<file path="src/rtl/cpu_pkg.sv">
// Shared RV32 core types and constants used by the fetch and decode stages.
package cpu_pkg;

    localparam int unsigned XLEN   = 32;
    localparam int unsigned INSTR_W = 32;

    localparam logic [INSTR_W-1:0] NOP_INSTR  = 32'h0000_0013;
    localparam logic [INSTR_W-1:0] HALT_INSTR = 32'hFFFF_FFFF;

    typedef enum logic [0:0] {
        RUN    = 1'b0,
        HALTED = 1'b1
    } fetch_state_t;

    // IF/ID pipeline register payload
    typedef struct packed {
        logic               valid;
        logic [XLEN-1:0]    pc;
        logic [XLEN-1:0]    pc4;
        logic [INSTR_W-1:0] instr;
    } ifid_t;

endpackage

</file>
<file path="src/rtl/fetch_stage.sv">
// Instruction-fetch stage: owns the PC, addresses the ROM, fills IF/ID,
// and handles stall, redirect-with-flush and the halt word.
module fetch_stage
    import cpu_pkg::*;
#(
    parameter int unsigned     ADDR_W   = 5,
    parameter logic [XLEN-1:0] RESET_PC = '0
) (
    input  logic                clk,
    input  logic                rst,
    output logic [ADDR_W-1:0]   rom_addr,
    input  logic [INSTR_W-1:0]  rom_instr,
    input  logic                stall_i,
    input  logic                redirect_i,
    input  logic [XLEN-1:0]     redirect_pc_i,
    output logic                ifid_valid_o,
    output logic [XLEN-1:0]     ifid_pc_o,
    output logic [XLEN-1:0]     ifid_pc4_o,
    output logic [INSTR_W-1:0]  ifid_instr_o,
    output logic                halted_o
);

    localparam logic [XLEN-1:0] PC_STEP   = XLEN'(4);
    localparam logic [XLEN-1:0] ALIGN_MSK = ~XLEN'(3);

    logic [XLEN-1:0] pc_q, pc_d;
    fetch_state_t    state_q, state_d;
    ifid_t           ifid_q, ifid_d;
    logic [XLEN-1:0] pc_plus4;

    assign pc_plus4 = pc_q + PC_STEP;

    // Word address wraps modulo the ROM depth; pc itself stays full width.
    assign rom_addr = pc_q[ADDR_W+1:2];

    // Next-state selection by priority: redirect, stall, run/halt.
    always_comb begin
        pc_d    = pc_q;
        state_d = state_q;
        ifid_d  = ifid_q;
        if (redirect_i) begin
            pc_d         = redirect_pc_i & ALIGN_MSK;
            ifid_d.valid = 1'b0;
            ifid_d.instr = NOP_INSTR;
            state_d      = RUN;
        end else if (!stall_i) begin
            if (state_q == RUN) begin
                ifid_d = '{valid: 1'b1, pc: pc_q, pc4: pc_plus4, instr: rom_instr};
                if (rom_instr == HALT_INSTR) begin
                    // Halt word drains down the pipe; fetch parks on it.
                    state_d = HALTED;
                end else begin
                    pc_d = pc_plus4;
                end
            end else begin
                ifid_d.valid = 1'b0;
                ifid_d.instr = NOP_INSTR;
            end
        end
    end

    // State, PC and IF/ID registers with synchronous reset.
    always_ff @(posedge clk) begin
        if (rst) begin
            pc_q    <= RESET_PC;
            state_q <= RUN;
            ifid_q  <= '{valid: 1'b0, pc: '0, pc4: PC_STEP, instr: NOP_INSTR};
        end else begin
            pc_q    <= pc_d;
            state_q <= state_d;
            ifid_q  <= ifid_d;
        end
    end

    assign ifid_valid_o = ifid_q.valid;
    assign ifid_pc_o    = ifid_q.pc;
    assign ifid_pc4_o   = ifid_q.pc4;
    assign ifid_instr_o = ifid_q.instr;
    assign halted_o     = (state_q == HALTED);

endmodule

</file>
<file path="config.mk">
export PLATFORM = sky130hd
export DESIGN_NAME = fetch_stage
export DESIGN_NICKNAME = d
export VERILOG_FILES = /design/src/rtl/cpu_pkg.sv /design/src/rtl/fetch_stage.sv
export SDC_FILE = /design/constraint.sdc
export NUM_CORES = 1
export LEC_CHECK = 0
export ABC_AREA = 1
export CAP_MARGIN = 30
export CORE_ASPECT_RATIO = 1.75
export CORE_MARGIN = 8
export CORE_UTILIZATION = 30
export CTS_CLUSTER_SIZE = 8
export DETAILED_ROUTE_END_ITERATION = 10
export PLACE_DENSITY = 0.62
export SLEW_MARGIN = 20
export SYNTH_ARGS = -nofsm -noshare
export SYNTH_HDL_FRONTEND = slang
export SYNTH_SLANG_ARGS = --single-unit
</file>
<file path="constraint.sdc">
create_clock -name clk -period 2.4 [get_ports clk]
set_clock_uncertainty 0.05 [all_clocks]
set_input_delay 0.48 -clock clk [delete_from_list [all_inputs] [get_ports clk]]
set_output_delay 0.48 -clock clk [all_outputs]
set_load 0.02 [all_outputs]
</file>
==> results.py <==
metrics = {
    "placed_design": {
        "postPlaceCellArea_sq_um": 7685,
        "hpwlAfterDp_um": 14700,
        "portBuffers": 164,
        "gp_congestion": 0.9122,
    },
    "global_route": {
        "grt_use_met3_pct": 6.280,
        "grt_overflow": 0,
        "use_met2_pct": 27.60,
        "grt_max_degree": 34,
        "antenna_found_initial": 0,
        "track_usage_pct": 16.03,
        "busiest_layer": "met2",
        "grt.met1_usage_pct": 16.23,
        "grt_pass1_vias": 5917,
        "grt_pass1_wl_um": 30530,
    },
    "logic_synthesis": {
        "syn_avg_cell_area_sq_um": 6.749,
        "yosysUniqueCellTypes": 30,
        "synth_xor_area_share_pct": 1.357,
        "synthCells": 861,
        "yosys.area_share.simple_pct": 32.47,
        "synth_compound_area_share_pct": 13.85,
        "yosysWarnings": 0,
        "netlist_area_sq_um": 5811,
        "ys_seq_area_share_pct": 42.72,
        "synth_top_family_by_area": "simple AND/OR/NAND/NOR gates",
        "synth_fa_ha_area_share_pct": 0.2153,
        "ys_ff_latch": 124,
        "synthMuxAreaShare_pct": 0,
    },
    "die": {
        "die_area_sq_um": 24250,
        "ioPinCount": 171,
        "start_util_pct": 30.40,
        "core.rowCount": 67,
        "die_x_um": 121.2,
        "die_h_um": 200.1,
        "core_sq_um": 19110,
    },
    "layout": {
        "diodes": 0,
        "regArea_sq_um": 2482,
        "finalNetCount": 1083,
        "final_layout_size_suffix_gt1_share_pct": 7.400,
        "fin_util_pct": 43.58,
        "stdcell_area_sq_um": 8329,
        "nFillCells": 2015,
        "area.growth.synth_to_final_pct": 43.35,
        "final_cell_mix": "254 x nand2_1, 164 x clkdlybuf4s50_1, 124 x dfxtp_1, 120 x nor2_1, 69 x a21oi_1",
        "multiInputGateArea_sq_um": 2798,
        "final_common_cell": "nand2_1",
    },
    "drt": {
        "wirelength_um": 19230,
        "routedWlPerCell_um": 15.16,
        "routed_via_density": 4.655,
        "drc_errors": 0,
        "vias": 5902,
        "first_pass_iters": 5,
        "first_iter_violations": 316,
        "antenna_left": 0,
    },
    "cts": {
        "ctsLongestPathBuffers": 2,
        "cts_setup_buffers": 0,
        "numClockSinks": 124,
        "cts_hold_buf": 0,
        "cts_max_level": 4,
        "cts-root-buf": "clkbuf_16",
        "cts_buffers": 17,
        "clk_pin_slew_ns": 0.06,
        "cts_tree": "done",
        "clk_latency_ns": 0.42,
        "ctsResizeCount": 0,
    },
    "pwr": {
        "power_density_nw_per_um2": 702.0,
        "pwr-share-comb_pct": 13.9,
        "p_leak_uw": 0.003435,
        "irDropWorstVdd_uv": 370.1,
        "p_sw_share_pct": 25.73,
        "seqPwrFrac_pct": 38.5,
        "pwr-share-clk_pct": 47.6,
        "internal_power_uw": 4342,
        "p_sw_uw": 1505,
        "power_uw": 5847,
    },
    "critical_path": {
        "path_class": "register to output pin",
        "critPathTopFamily": "buffers and inverters",
        "worstSetupEndpointType": "output pin",
        "path_buf_inv": 1,
        "cpMaxStageDelayCell": "clkdlybuf4s50_1",
        "start_kind": "register",
        "worstPathMaxFanout": 6,
        "slowest_delay_ns": 0.69,
        "required_ns": 1.87,
        "arrival_ns": 1.60,
        "worstPathCellList": "clkdlybuf4s50_1",
    },
    "sta": {
        "tns_ns": 0,
        "fin_crit_sh_pct": 88.58,
        "min_period_ns": 2.126,
        "clock.fmax_ghz": 0.4704,
        "maxSlewViolCount": 0,
        "setup_viol": 0,
        "hold_viol": 0,
        "rsz0062_at_grt": "no",
    },
    "status": {
        "status": "finished, final reports clean",
    },
    "hold_path": {
        "hold_class": "register to register",
    },
    "flow_run": {
        "maxCapViolations": 0,
    },
}
## Yosys cell counts, drive strengths merged
cell	instances	share of area (%)
nand2	262	17
nor2	132	9.7
dfxtp	124	43
a21oi	69	5.9
inv	69	4.5
nand3	56	4.8
o21ai	52	4.5
buf	32	3.4
clkbuf	23	1.5
o211ai	18	2.3
xor2	6	0.90
o21bai	3	0.39
o22ai	3	0.32
xnor2	3	0.45
nand3b	2	0.26
nand4	2	0.22
a211oi	1	0.13
a21o	1	0.13
conb	1	0.065
ha	1	0.22
o21a	1	0.13
## registers in the layout, indices dropped and copies added (netlist names)
name          flops
ifid_valid_o      1
pc_q             30
halted_o          1
ifid_pc4_o       30
ifid_instr_o     32
ifid_pc_o        30
## per-stage QoR
stage                     std cells  setup WS, ns  hold WS [ns]
final                          1268        0.2741        0.4029
after global routing           1268        0.1749        0.4258
after CTS                      1268        0.2555        0.4078
after detailed placement       1236        0.1285        0.3932
after global placement         1236        0.1373        0.3900
after floorplan                 864        0.8082        0.4078
## power by group through the flow
stage / Clock (uW) / Sequential [uW] / Combinational, uW
after floorplan: 0 / 2380 / 337
after global placement: 0 / 2290 / 819
after detailed placement: 0 / 2290 / 820
after CTS: 2850 / 2250 / 824
after global routing: 2930 / 2270 / 891
final: 2780 / 2250 / 813
## final cells by class
cell class                 instances  area share [%]
tap                              241           3.620
multi-input combinational        616           33.59
sequential                       124           29.80
clock inverter                    12           2.253
clock buffer                      20           5.483
timing repair buffer             186           22.14
inverter                          69           3.110
## cell families (layout without fill, tap and decap cells)
logic type | count (synthesis) | after routing
AOI/OAI and AO/OA | 148 | 148
xor gates and xnor gates | 9 | 9
adders and majority gates | 1 | 1
buffers and inverters | 124 | 287
DFF | 124 | 124
other | 1 | 4
and+or+nand+nor | 454 | 454
## metal layers
layer | share of wire (%) | vias to the layer above
li1 | - | 3038
met1 | 37 | 2653
met2 | 50 | 178
met3 | 9.2 | 33
met4 | 3.5 | 0
met5 | 0 | -
## worst paths after layout
check	end	cells after the start	startpoint	slack (ns)
max reg2reg	ifid_pc4_o[30]	10	pc_q[3]	0.40
max	rom_addr[4]	1	pc_q[6]	0.27
min reg2reg	ifid_pc4_o[2]	1	ifid_pc4_o[2]	0.40
min	ifid_pc4_o[2]	1	ifid_pc4_o[2]	0.40
(Power assumes the default switching activity.)
